[src/rtl/alu_bitserial_seq.sv]
// Bit-serial ALU sequencer: decodes an opcode for an external 1-bit ALU slice and
// walks operands through it LSB-first. Define ALU_SEQ_FLAGS_EN to build zero/ovf flags.
module alu_bitserial_seq #(
  parameter int WIDTH = 8
) (
  input  logic             clk,
  input  logic             rst_n,
  input  logic             start,
  input  logic [2:0]       opcode,
  input  logic [WIDTH-1:0] a,
  input  logic [WIDTH-1:0] b,
  output logic             busy,
  output logic             done,
  output logic [WIDTH-1:0] result,
  output logic             carry,
  output logic             err,
  output logic             zero,
  output logic             ovf,
  output logic             op0,
  output logic             op1,
  output logic             op2,
  output logic             op3,
  output logic             op4,
  output logic             r,
  output logic             s,
  output logic             c_in,
  input  logic             o,
  input  logic             c_out
);

  localparam int CW = $clog2(WIDTH);

  typedef enum logic [1:0] {IDLE, RUN, DONE} state_e;

  state_e           state_q, state_d;
  logic [CW-1:0]    cnt_q, cnt_d;
  logic [WIDTH-1:0] a_sh_q, a_sh_d, b_sh_q, b_sh_d, res_sh_q, res_sh_d;
  logic             carry_q, carry_d;
  logic [4:0]       ops_q, ops_d;
  logic             inv_q, inv_d, arith_q, arith_d;
  logic [WIDTH-1:0] result_q, result_d;
  logic             carry_res_q, carry_res_d, err_q, err_d;
`ifdef ALU_SEQ_FLAGS_EN
  logic             zero_q, zero_d, ovf_q, ovf_d;
`endif

  // Opcode decode: {op4..op0}, initial carry, output invert, arithmetic, illegal.
  logic [4:0] dec_ops;
  logic       dec_cin0, dec_inv, dec_arith, dec_illegal;

  // NOTE: every signal written in always_comb gets a default first; a path that
  // skips an assignment would otherwise infer a latch.
  always_comb begin
    dec_ops     = 5'b00000;
    dec_cin0    = 1'b0;
    dec_inv     = 1'b0;
    dec_arith   = 1'b0;
    dec_illegal = 1'b0;
    case (opcode)
      3'b000: begin dec_inv = 1'b1; dec_arith = 1'b1; end
      3'b001: begin dec_ops = 5'b00010; dec_cin0 = 1'b1; dec_inv = 1'b1; dec_arith = 1'b1; end
      3'b010: dec_ops = 5'b01100;
      3'b011: dec_ops = 5'b10100;
      3'b100: dec_ops = 5'b00100;
      3'b101: dec_ops = 5'b00110;
      default: dec_illegal = 1'b1;
    endcase
  end

  logic run;
  logic res_bit;
  assign run     = (state_q == RUN);
  assign res_bit = o ^ inv_q;

  always_comb begin
    state_d     = state_q;
    cnt_d       = cnt_q;
    a_sh_d      = a_sh_q;
    b_sh_d      = b_sh_q;
    res_sh_d    = res_sh_q;
    carry_d     = carry_q;
    ops_d       = ops_q;
    inv_d       = inv_q;
    arith_d     = arith_q;
    result_d    = result_q;
    carry_res_d = carry_res_q;
    err_d       = err_q;
`ifdef ALU_SEQ_FLAGS_EN
    zero_d      = zero_q;
    ovf_d       = ovf_q;
`endif
    case (state_q)
      IDLE, DONE: begin
        state_d = IDLE;
        if (start) begin
          if (dec_illegal) begin
            state_d     = DONE;
            result_d    = '0;
            carry_res_d = 1'b0;
            err_d       = 1'b1;
`ifdef ALU_SEQ_FLAGS_EN
            zero_d      = 1'b1;
            ovf_d       = 1'b0;
`endif
          end else begin
            state_d = RUN;
            cnt_d   = '0;
            a_sh_d  = a;
            b_sh_d  = b;
            ops_d   = dec_ops;
            inv_d   = dec_inv;
            arith_d = dec_arith;
            carry_d = dec_cin0;
          end
        end
      end
      RUN: begin
        res_sh_d = {res_bit, res_sh_q[WIDTH-1:1]};
        a_sh_d   = {1'b0, a_sh_q[WIDTH-1:1]};
        b_sh_d   = {1'b0, b_sh_q[WIDTH-1:1]};
        carry_d  = c_out;
        cnt_d    = cnt_q + 1'b1;
        if (cnt_q == CW'(WIDTH - 1)) begin
          state_d     = DONE;
          result_d    = res_sh_d;
          carry_res_d = arith_q & c_out;
          err_d       = 1'b0;
`ifdef ALU_SEQ_FLAGS_EN
          zero_d      = (res_sh_d == '0);
          // carry_q is the carry into the MSB, c_out the carry out of it.
          ovf_d       = arith_q & (carry_q ^ c_out);
`endif
        end
      end
      default: state_d = IDLE;
    endcase
  end

  // NOTE: state registers use non-blocking assignments so every flop samples
  // the pre-edge values regardless of process ordering.
  always_ff @(posedge clk) begin
    if (!rst_n) begin
      state_q     <= IDLE;
      cnt_q       <= '0;
      a_sh_q      <= '0;
      b_sh_q      <= '0;
      res_sh_q    <= '0;
      carry_q     <= 1'b0;
      ops_q       <= '0;
      inv_q       <= 1'b0;
      arith_q     <= 1'b0;
      result_q    <= '0;
      carry_res_q <= 1'b0;
      err_q       <= 1'b0;
`ifdef ALU_SEQ_FLAGS_EN
      zero_q      <= 1'b0;
      ovf_q       <= 1'b0;
`endif
    end else begin
      state_q     <= state_d;
      cnt_q       <= cnt_d;
      a_sh_q      <= a_sh_d;
      b_sh_q      <= b_sh_d;
      res_sh_q    <= res_sh_d;
      carry_q     <= carry_d;
      ops_q       <= ops_d;
      inv_q       <= inv_d;
      arith_q     <= arith_d;
      result_q    <= result_d;
      carry_res_q <= carry_res_d;
      err_q       <= err_d;
`ifdef ALU_SEQ_FLAGS_EN
      zero_q      <= zero_d;
      ovf_q       <= ovf_d;
`endif
    end
  end

  // Slice drives come only from registers, gated to zero outside RUN.
  assign {op4, op3, op2, op1, op0} = run ? ops_q : 5'b00000;
  assign r      = run & a_sh_q[0];
  assign s      = run & b_sh_q[0];
  assign c_in   = run & carry_q;

  assign busy   = run;
  assign done   = (state_q == DONE);
  assign result = result_q;
  assign carry  = carry_res_q;
  assign err    = err_q;
`ifdef ALU_SEQ_FLAGS_EN
  assign zero   = zero_q;
  assign ovf    = ovf_q;
`else
  assign zero   = 1'b0;
  assign ovf    = 1'b0;
`endif

endmodule
[config.mk]
export PLATFORM = sky130hd
export DESIGN_NAME = alu_bitserial_seq
export DESIGN_NICKNAME = d
export VERILOG_FILES = /design/src/rtl/alu_bitserial_seq.sv
export SDC_FILE = /design/constraint.sdc
export NUM_CORES = 1
export LEC_CHECK = 0
export CORE_MARGIN = 3
export CORE_UTILIZATION = 33
export DETAILED_ROUTE_END_ITERATION = 10
export MAX_ROUTING_LAYER = met4
export SETUP_SLACK_MARGIN = 0.4
export SLEW_MARGIN = 30
export SYNTH_ARGS = -nofsm -noshare
export SYNTH_HDL_FRONTEND = slang
export SYNTH_SLANG_ARGS = --single-unit
export TNS_END_PERCENT = 20
[constraint.sdc]
create_clock -name clk -period 1.7 [get_ports clk]
set_clock_uncertainty 0.1 [all_clocks]
set_input_delay 0.34 -clock clk [delete_from_list [all_inputs] [get_ports clk]]
set_output_delay 0.34 -clock clk [all_outputs]
set_load 0.05 [all_outputs]
==> implementation parameters <==
Parameter                              Value

Run status
  Run status ... complete, no violations

Setup path
  Maximum net fanout on the critical path ... 5
  Crit end category ... output port
  Crit Path Class ... reg -> out
  Startpoint types ... flip-flop
  Required time worst endpoint ... 1260 ps
  Arr. time, crit path ... 1160 ps

Logic synthesis
  Commonest register cell after synthesis ... dfxtp_1
  Average footprint of a synthesized cell ... between 8 and 9 um^2
  Total of flip-flops plus latches after synthesis ... 44
  Top-area cell type share of the netlist area ... 46.8%
  Most used standard cells in the synthesized netlist ... dfxtp_1 (44), nand2_1 (36), nor2_1 (18)
  Post-synthesis sequential area ratio ... a little under half
  Top post-synthesis cells by area ... dfxtp_1 (47%), nand2_1 (7.2%), a211oi_1 (6.0%)
  Post-synthesis cell type with the largest combined area ... dfxtp_1
  Number of distinct library cells after synthesis ... 37
  Cell count after synthesis ... roughly 230
  Async set or reset register ratio after synthesis ... 0%
  Most frequent cell after synthesis ... dfxtp_1
  Count of yosys warnings during synthesis ... 0
  Netlist area before placement ... between 1500 and 2000 um^2
  Number of enable-type register cells in the synthesized netlist ... 0

Floorplan
  I/O pin count ... 46
  Vert. Die Dim ... 81.5 um
  FP Rows ... 26
  Starting Density ... between 30% and 40%
  Die W ... a little over 80 um
  Floorplan die area ... 6640 um^2
  Core box area ... 5300 um^2

Clocking
  Root Buffer Master ... clkbuf_8
  CTS sink count ... 44
  Clock Latency Late Sink ... 300 ps
  Number of H-tree levels ... 2
  Clock transition at the registers of the reported paths ... around 80 ps
  Clock tree from TritonCTS ... done
  Total clock buffers created by CTS ... 5
  Maximum root-to-sink buffer count ... 2
  Hold buffer count at CTS ... 0

Route
  Initial DRT Pass Iterations ... 4
  DR vias/cell ... around 5.0
  Antenna violation net count after detailed routing ... 0
  Avg WL per Cell ... about 14 um
  Iteration-0 DRC count of the detailed router ... 95
  Total length of routed wires ... slightly above 5000 um
  Total DRC errors in the routed layout ... 0
  Overall via count from detail_route ... roughly 1.8k

Timing
  Share of the cycle needed by the critical path after routing ... ~94%
  Fmax achieved ... 625 MHz
  Final hold violation count ... 0
  Final setup violating endpoints ... 0
  Count of pins over their slew limit ... 0
  RSZ-0062 raised after global routing ... true
  Final period demand of the worst path ... 1600 ps

Pwr
  Total power divided by cell area ... between 700 and 800 nW/um^2
  Peak supply drop ... between 0.0003 and 0.0004 V
  Leakage Power ... 1.13 nW

Global routing
  Antenna violations before repair ... 0
  Total Routing Usage GR ... between 10% and 20%
  Largest net degree at the start of global routing ... 35
  Global route overflow ... 0
  Via count of the first global-routing pass ... 1615
  Global-route wire length before repair ... 8040 um

Layout
  Nets ... about 320
  Number of inserted diodes ... 0
  Post-route core utilization ... a little under three fifths
  Share of final-layout standard cells stronger than drive strength 1 ... 27.7%
  Fillers ... 460
  Synthesis-to-finish area growth ... 58.4%
  Number of standard cells in the layout, taps in and fillers out ... ~360

Placement
  I/O Buffers ... 42
  Half-perimeter wire length of the detailed placement result ... 3230 um
  Cell Count Post-Placement ... roughly 340
  Placer's final routability congestion estimate ... between 0.7 and 0.8

Min path
  Hold Path Class ... reg -> reg

Job
  Number of max-capacitance violations reported ... 0
## critical path: stages (launching register included)
cell	delay, ps
dfxtp_2	330
nand2b_4	170
inv_4	90
and2_4	150
buf_12	130
## cells by family (layout without fill, tap and decap cells)
family	count (synthesis)	after routing	synth area share, %
DFF	44	44	46.8
xor gates and xnor gates	1	1	0.466
AOI/OAI and AO/OA	65	66	21.8
other	1	3	0.199
buffers and inverters	23	85	6.32
adders and majority gates	2	2	1.33
muxes	1	1	0.532
and+or+nand+nor	90	90	22.5
## layout make-up
| cell class | count | area [um^2] | share of cell area, % |
|---|---|---|---|
| Clock buffer | 8 | 90.1 | 3.02 |
| Inverter | 2 | 16.3 | 0.546 |
| Timing Repair inverter | 1 | 6.26 | 0.210 |
| Multi-Input combinational cell | 163 | 971 | 32.6 |
| Timing Repair Buffer | 74 | 923 | 31.0 |
| Sequential cell | 44 | 887 | 29.8 |
| Tap cell | 70 | 87.6 | 2.94 |
## repair_timing
item	4_1_cts	5_1_grt
pin swaps	2	4
setup buffers	6	6
gates resized for setup	13	18
gates cloned	2	2
setup endpoints to repair	52	62
## cell usage in the layout, fill, tap and decap left out, types with 8 or more instances in the layout
cell	netlist	layout
a21oi_1	13	13
clkdlybuf4s50_1	0	19
nor3_1	14	14
and2_4	0	8
a211oi_1	15	14
o22ai_1	8	8
dfxtp_1	44	41
buf_4	3	25
o21ai_0	14	14
nor2_1	18	17
buf_12	0	20
nand2_1	36	35
## path summary, 6_finish.rpt
check                                   to  cells past startpoint  slack [ps]                startpoint
setup / recovery                       op4                      4         100   state_q[1]$_SDFFE_PN0N_
hold / removal    res_sh_q[1]$_SDFFE_PN0P_                      2         360  res_sh_q[1]$_SDFFE_PN0P_
setup reg to reg  res_sh_q[7]$_SDFFE_PN0P_                      7         300   state_q[1]$_SDFFE_PN0N_
hold reg to reg   res_sh_q[1]$_SDFFE_PN0P_                      2         360  res_sh_q[1]$_SDFFE_PN0P_
## power by group
part,total (mW),switching (mW),internal [mW]
logic,0.507,0.250,0.257
clock network,0.671,0.340,0.332
registers,1.12,0.0337,1.09
total,2.30,0.623,1.68
## registers in the layout, indices dropped and copies added (netlist names)
signal / count
a_sh_q: 8
arith_q: 1
b_sh_q: 8
carry: 1
carry_q: 1
cnt_q: 3
err: 1
ops_q: 4
res_sh_q: 7
result: 8
state_q: 2
## through the flow
| step | cell area, um^2 | setup slack, ps | hold WS (ps) | setup TNS (ps) | power (mW) |
|---|---|---|---|---|---|
| after floorplan | 1940 | 237 | 337 | 0 | 1.40 |
| after global placement | 2630 | -37.3 | 345 | -115 | 1.56 |
| after detailed placement | 2630 | -48.9 | 357 | -243 | 1.56 |
| after CTS | 2830 | 97.1 | 369 | 0 | 2.26 |
| after global routing | 2980 | 59.3 | 391 | 0 | 2.41 |
| final | 2980 | 100 | 365 | 0 | 2.30 |
## metal layers
metal | routed length, um | part of all wire (%) | track usage (%)
met4 | 70 | 1.4 | 5.57
met3 | 280 | 5.5 | 3.40
met2 | 2430 | 47 | 24.3
met1 | 2350 | 46 | 21.7
met5 | 0 | 0 | -
No activity file was read; power rests on OpenSTA's default activity.
